==> src/rtl/io_controller.sv <==
// io_controller: loads a header and data words into memory, kicks a solver, then streams the result region back
// Ports:
//   clk, reset (sync, active-low)           clock and reset
//   intrpt, cmd, data_in                    feeder command strobe (cmd 1 = load, 0 = process) and data
//   done, data_out, data_oe                 acknowledge / result strobe, result or header word, bus drive enable
//   mem_we, mem_addr, mem_wdata, mem_rdata  memory port, 1-cycle read latency
//   solver_start, solver_done               solver pulse handshake
//   err                                     sticky load-overflow flag
// Optional: define ROW_SEP_EN to insert an all-ones separator word after every row of N elements except the last.
module io_controller #(
  parameter int ADDR_W   = 10,
  parameter int RES_BASE = 512
) (
  input  logic              clk,
  input  logic              reset,
  input  logic              intrpt,
  input  logic              cmd,
  output logic              done,
  input  logic [31:0]       data_in,
  output logic [31:0]       data_out,
  output logic              data_oe,
  output logic              mem_we,
  output logic [ADDR_W-1:0] mem_addr,
  output logic [31:0]       mem_wdata,
  input  logic [31:0]       mem_rdata,
  output logic              solver_start,
  input  logic              solver_done,
  output logic              err
);
  typedef enum logic [3:0] {IDLE, LOAD, ACK, WAIT_LOW, START, RUN, HDR, RD, STREAM, SEP, FINISH} state_t;
  localparam logic [ADDR_W-1:0] RES_A = ADDR_W'(RES_BASE);
  state_t state_q;
  logic done_q, oe_q, we_q, start_q, err_q, hdr_q;
  logic [31:0] dout_q, wdata_q;
  logic [ADDR_W-1:0] addr_q, ld_cnt_q;
  logic [9:0] idx_q, idx_d, elems;
  logic [5:0] n_q;
  logic [3:0] t_q;
`ifdef ROW_SEP_EN
  logic [5:0] col_q;
`endif
  always_comb begin
    idx_d = idx_q + 10'd1;
    elems = 10'(t_q) * 10'(n_q);
  end
  // The read issued in RD returns during STREAM, so the word is forwarded straight from the memory port.
  assign data_out     = (state_q == STREAM) ? mem_rdata : dout_q;
  assign done         = done_q;
  assign data_oe      = oe_q;
  assign mem_we       = we_q;
  assign mem_addr     = addr_q;
  assign mem_wdata    = wdata_q;
  assign solver_start = start_q;
  assign err          = err_q;
  always_ff @(posedge clk) begin
    if (!reset) begin
      state_q  <= IDLE;
      done_q   <= 1'b0;
      oe_q     <= 1'b0;
      we_q     <= 1'b0;
      start_q  <= 1'b0;
      err_q    <= 1'b0;
      hdr_q    <= 1'b1;
      dout_q   <= '0;
      wdata_q  <= '0;
      addr_q   <= '0;
      ld_cnt_q <= '0;
      idx_q    <= '0;
      n_q      <= '0;
      t_q      <= '0;
`ifdef ROW_SEP_EN
      col_q    <= '0;
`endif
    end else begin
      done_q  <= 1'b0;
      oe_q    <= 1'b0;
      we_q    <= 1'b0;
      start_q <= 1'b0;
      case (state_q)
        IDLE: begin
          if (intrpt && cmd) state_q <= LOAD;
          else if (intrpt) begin
            state_q <= START;
            start_q <= 1'b1;
          end
        end
        LOAD: begin
          state_q <= ACK;
          done_q  <= 1'b1;
          if (hdr_q) begin
            t_q   <= data_in[3:0];
            n_q   <= data_in[9:4];
            hdr_q <= 1'b0;
          end else if (ld_cnt_q == RES_A) err_q <= 1'b1;
          else begin
            we_q     <= 1'b1;
            addr_q   <= ld_cnt_q;
            wdata_q  <= data_in;
            ld_cnt_q <= ld_cnt_q + ADDR_W'(1);
          end
        end
        ACK: state_q <= WAIT_LOW;
        // The final load is followed directly by a process command without intrpt dropping.
        WAIT_LOW: begin
          if (!intrpt) state_q <= IDLE;
          else if (!cmd) begin
            state_q <= START;
            start_q <= 1'b1;
          end
        end
        START: state_q <= RUN;
        RUN: begin
          if (solver_done) begin
            state_q <= HDR;
            done_q  <= 1'b1;
            oe_q    <= 1'b1;
            dout_q  <= {22'b0, n_q, t_q};
          end
        end
        HDR: begin
          if (elems == '0) state_q <= FINISH;
          else begin
            state_q <= RD;
            addr_q  <= RES_A + ADDR_W'(idx_q);
          end
        end
        RD: begin
          state_q <= STREAM;
          done_q  <= 1'b1;
          oe_q    <= 1'b1;
        end
        STREAM: begin
          idx_q <= idx_d;
          if (idx_d == elems) state_q <= FINISH;
`ifdef ROW_SEP_EN
          else if (col_q + 6'd1 == n_q) begin
            state_q <= SEP;
            col_q   <= '0;
            done_q  <= 1'b1;
            oe_q    <= 1'b1;
            dout_q  <= '1;
          end
`endif
          else begin
            state_q <= RD;
            addr_q  <= RES_A + ADDR_W'(idx_d);
`ifdef ROW_SEP_EN
            col_q   <= col_q + 6'd1;
`endif
          end
        end
        SEP: begin
          state_q <= RD;
          addr_q  <= RES_A + ADDR_W'(idx_q);
        end
        FINISH: state_q <= FINISH;
        default: state_q <= IDLE;
      endcase
    end
  end
endmodule
==> config.mk <==
export PLATFORM = sky130hd
export DESIGN_NAME = io_controller
export DESIGN_NICKNAME = d
export VERILOG_FILES = /design/src/rtl/io_controller.sv
export SDC_FILE = /design/constraint.sdc
export NUM_CORES = 1
export LEC_CHECK = 0
export CORE_MARGIN = 10
export CORE_UTILIZATION = 49
export CTS_CLUSTER_DIAMETER = 100
export DETAILED_ROUTE_END_ITERATION = 16
export GPL_TIMING_DRIVEN = 0
export PLACE_DENSITY = 0.82
export SETUP_SLACK_MARGIN = 0.05
export SLEW_MARGIN = 20
export SYNTH_ARGS = -nofsm -noshare
export SYNTH_HDL_FRONTEND = slang
export SYNTH_SLANG_ARGS = --single-unit
export TNS_END_PERCENT = 10
==> constraint.sdc <==
create_clock -name clk -period 4.8 [get_ports clk]
set_input_delay 1.44 -clock clk [delete_from_list [all_inputs] [get_ports clk]]
set_output_delay 1.44 -clock clk [all_outputs]
set_load 0.01 [all_outputs]
Word-level counts from Yosys, hierarchy flattened:

Index checks and enable logic that the tools add are counted.

* register bits: 92
* bits in latches: 0
* RAM bits: 0
* bits in read-only memories: 0
* logic and storage cells: 77
* memories kept: 0

* $add $sub $neg: 4
* $mul: 1
* divide/modulo/power cells: 0
* magnitude comparators: 0
* equality and inequality tests: 19
* shift operators: 0
* muxes and demuxes: 23
* bitwise operators: 4
* reduce and logical (&&, ||, !) cells: 12

Operators by type and width (count)
* $pmux 4 s11: 1
* $mux 10: 4
* $pmux 10 s4: 1
* $mux 32: 1
* $mux 4: 7
* $add 10x1->10 const B: 2
* $add 10x10->10 const A: 2
* $eq 4x3->1 const B: 4
* $eq 4x4->1 const B: 3
* $eq 10x10->1: 1
* $eq 10x10->1 const B: 1
* $logic_not 10->1: 1
* $mul 4x6->10: 1
* $ne 2x2->1 const B: 5
* $reduce_and 3->1: 3
* $eq 4x2->1 const B: 2
* $mux 1: 6
* $ne 3x3->1 const B: 2
* $pmux 1 s2: 3
* $reduce_and 5->1: 1
* $eq 4x1->1 const B: 1
* $logic_not 4->1: 1
* $not 1->1: 4
* $reduce_and 2->1: 2
* 4 further kinds: 4

Logic depth before layout (Yosys ltp):

* depth after elaboration: 4
* depth in mapped cells: 14
* mapped depth without buffers: 14

Worst setup path before layout:

No wires, ideal clock.

* path kind: reg-to-reg
* start point: reg t_q[3]
* end point: reg addr_q[1] (netlist: mem_addr[1])
* library setup time: 0.119 ns
* arrival time: 3.665 ns
* required time: 4.681 ns
* slack: 1.017 ns
* stages on the path, launching flop included: 14
* buffers on the path: 0
* path through: dfxtp_1 nand2_1 fa_1 fa_1 inv_1 ha_1 a211oi_2 nor2_1 and3_1 or4_4 nor4b_2 a31o_2 a21oi_4 o221a_1

* longest elaborated chain between the ends: 4
* elaborated cells between the ends (all ways): 6
* those cells by class: mul (1); eq/ne (3); reduce/logical (2)

Ends and longest elaborated chain
* start, declared: line 38 `logic [3:0] t_q;`
* start signal, assigned: line 91 `t_q <= data_in[3:0];`
* $mul 4x6->10 (*): line 44 `elems = 10'(t_q) * 10'(n_q);`
* $eq 10x10->1 / $logic_not 10->1 (equally long branches): line 134, 121
* $ne 2x2->1 (no source line)
* $reduce_and 5->1 (no source line) (*)
* end signal, assigned: line 124 `addr_q <= RES_A + ADDR_W'(idx_q);`
* end signal, assigned: line 146 `addr_q <= RES_A + ADDR_W'(idx_d);`
* end signal, assigned: line 154 `addr_q <= RES_A + ADDR_W'(idx_q);`
* end, declared: line 35 `logic [ADDR_W-1:0] addr_q, ld_cnt_q;`

Mark *: on every way between the ends. The rest lies on a longest branch, timed or not.
A chain may end at the register's enable or synchronous reset.

Final worst setup path:

* start point: reg state_q[1]
* end point: out data_out[7]

* longest elaborated chain between the ends: 2

Ends and longest elaborated chain
* start, declared: line 32 `state_t state_q;`
* start signal, assigned: line 57 `state_q <= IDLE;`
* start signal, assigned: line 81 `if (intrpt && cmd) state_q <= LOAD;`
* start signal, assigned: line 83 `state_q <= START;`
* $eq 4x4->1: line 47 `assign data_out = (state_q == STREAM) ? mem_rdata : dout_q;`
* $mux 32: line 47
* end, declared: line 20 `output logic [31:0] data_out,`

No other way between the ends.

==> impl_metrics.ini <==
[status]
outcome = finished, final reports clean

[global_route]
grtUsageTotal = 0.201
use_met2 = 0.322
grt_pass1_vias = 4932
grt-busiest-layer = met2
grt_pass1_wl_um = 24800
overflow = 0
grt_max_degree = 16
grt.met1_usage = 0.243
grtUsageMet3 = 0.0738
antenna_found_initial = 0

[worst_setup_path]
crit_path_end_kind = output pin
crit_type = flip-flop to output pin
rr_worst_depth = 13
max_stage_delay_ns = 0.56
cpMostUsedCell = clkbuf_1
ff2ff_setup_slack_ns = 0.52
r2r_end = mem_addr[9]
crit_end = data_out[7]
startpoint = state_q[1]
timing.rr.start = t_q[3]
cp_max_fo = 10
cpMaxStageDelayCell = clkdlybuf4s50_1
cp.arrival_ns = 3.07
required_ns = 3.36
critPathLaunchType = flip-flop
path_cells = or2_2 -> clkbuf_1 -> nand2b_1 -> clkbuf_1 -> clkbuf_1 -> nand2_1 -> nand2_1 -> clkdlybuf4s50_1

[sta]
final-setup-viol-count = 0
post-route-min-period_ns = 4.51
rsz0062_at_grt = false
worst_pin_slew_ns = 0.772
slew_headroom = 0.481
timing.hold.ws_ns = 0.463
setup_ws_ns = 0.289
fmax_ghz = 0.222
period_share = 0.940
setup_tns_ns = 0
slew_viol_final = 0
final-hold-violation-count = 0
clock_skew_ns = 0.00943

[placed_design]
hpwl_um = 12500
pre_cts_slack_ns = 0.418
place_congestion = 0.926
port_buffers = 147

[synthesis]
synth_flop_cell = dfxtp_1
yosysMostFrequentCell = nand2_1
ys_seq_elements = 92
netlist_area_um2 = 5300
synth.top_cells.by_count = nand2_1 (155), dfxtp_1 (92), and2_1 (48)
ys_seq_area_frac = 0.348
synth_edf_count = 0
syn-num-nets = 740
synthCells = 646
yosys_warnings = 0
yosysUniqueCellTypes = 58
avgSynthCellArea_um2 = 8.20
yosys.area.top_type = dfxtp_1
async_flop_share = 0
synth_top_area_share = 0.348
yosys-top-cells-area = dfxtp_1 (35%), nand2_1 (11%), a21boi_0 (5.8%), and2_1 (5.7%), mux2i_1 (4.5%)

[clock_network]
cts_tree = built
clock_latency_ns = 0.36
htree_levels = 3
clk_path_buf_depth = 2
clk_pin_slew_worst_paths_ns = 0.09
clock_sinks = 92
cts_root_buffer = clkbuf_8
cts-buffers-inserted = 9
post_cts_buffers = 0

[detailed_routing]
antenna_left = 0
drtIter0Drc = 317
routedWlPerCell_um = 16.8
post-route-drc-count = 0
routed_wl_um = 15800
vias = 5027
drt-vias-per-instance = 5.32
first_pass_iters = 5

[finish]
fill_cells = 848
antenna_cells = 0
multi_input_area_um2 = 3260
syn_to_final_growth_pct = 34.5
drive_above_1_share = 0.0433
seqCellArea_um2 = 1840
final_nets = 898

[floorplan]
die_area_um2 = 15400
fp.dieW_um = 124
pin_count = 148
initial_utilization = 0.509
die_height_um = 124
num_rows = 37
coreArea_um2 = 10400

[job]
cap_violations = 0

[hold_path]
hold_path_depth = 2
worstHoldPathType = flip-flop to flip-flop

[pwr]
p_leak_nw = 2.82
max-vdd-ir-drop_uv = 230
power_density_nw_per_um2 = 269
-- flip-flops by register name, summed over array words and instances (netlist names) --
signal        count
mem_addr         10
n_q               6
solver_start      1
err               1
hdr_q             1
state_q           4
done              1
idx_q            10
mem_wdata        32
data_oe           1
dout_q           10
t_q               4
mem_we            1
ld_cnt_q         10
-- worst max-delay path: cells and delay by family, from the launching register on --
kind / cells / cell delay, ns
and+or+nand+nor: 4 / 0.63
DFF: 1 / 0.43
buffers and inverters: 4 / 1.65
-- through the flow --
step | instance area [um^2] | utilization | power [mW] | instances
after floorplan | 5300 | - | 1.21 | 646
after global placement | 6940 | 0.666 | 1.42 | 929
after detailed placement | 6950 | 0.667 | 1.44 | 929
after CTS | 7130 | 0.684 | 1.92 | 945
after global routing | 7130 | 0.684 | 2.02 | 945
final | 7130 | 0.684 | 1.92 | 945
-- kinds of logic after synthesis --
kind of cell,synth area share
compound gates,0.157
xor+xnor,0.0642
fa+ha+maj,0.0704
buf+inv,0.0383
flops,0.348
mux,0.0453
simple gates,0.278
-- layout make-up --
class                   count  share of cell area
well taps                 136              0.0239
repair buffers            147               0.206
clock inverters             5             0.00509
plain buffers              36              0.0202
clock buffers              11              0.0198
multi-input cells         502               0.458
flip-flops and latches     92               0.258
inverters                  16             0.00843
-- placed cells by master (no fill, tap or decap), types with 5 or more instances in the layout --
cell type	synthesis	routed
nor2b_1	24	24
nand4_1	6	6
nand2b_1	6	6
dfxtp_1	92	92
xor2_1	6	6
fa_1	8	8
nor4_1	5	5
o21ai_0	21	21
xnor2_1	25	25
a22oi_1	6	6
and2_1	48	48
a21oi_1	16	16
a21boi_0	41	41
nand2_1	155	155
clkdlybuf4s50_1	0	147
clkbuf_1	27	27
clkbuf_8	0	10
buf_2	6	6
or3_1	5	5
inv_1	16	16
nor2_1	19	18
nor3_1	8	7
mux2i_1	24	24
ha_1	17	17
nand3_1	13	13
-- layer usage --
| metal | part of all wire | vias up |
|---|---|---|
| li1 | - | 2483 |
| met1 | 0.41 | 2342 |
| met2 | 0.48 | 171 |
| met3 | 0.089 | 31 |
| met4 | 0.024 | 0 |
| met5 | 0 | - |
-- timing repair --
action	in CTS	in global routing
hold buffers	0	0
endpoints found under the setup margin	6	8
gates resized for setup	1	2
cloned	0	0
-- power by group --
| group | switching (mW) | total (mW) | internal (mW) |
|---|---|---|---|
| clock | 0.277 | 0.480 | 0.203 |
| combinational | 0.283 | 0.547 | 0.264 |
| sequential | 0.0649 | 0.889 | 0.824 |
-- worst min-delay path by stage --
stage                  start             to
2_1_floorplan          hdr_q          hdr_q
3_3_place_gp     mem_addr[3]    mem_addr[3]
3_5_place_dp     mem_addr[4]    mem_addr[4]
4_1_cts        mem_wdata[23]  mem_wdata[23]
5_1_grt          mem_addr[2]    mem_addr[2]
6_report       mem_wdata[23]  mem_wdata[23]
(Power assumes the default switching activity.)
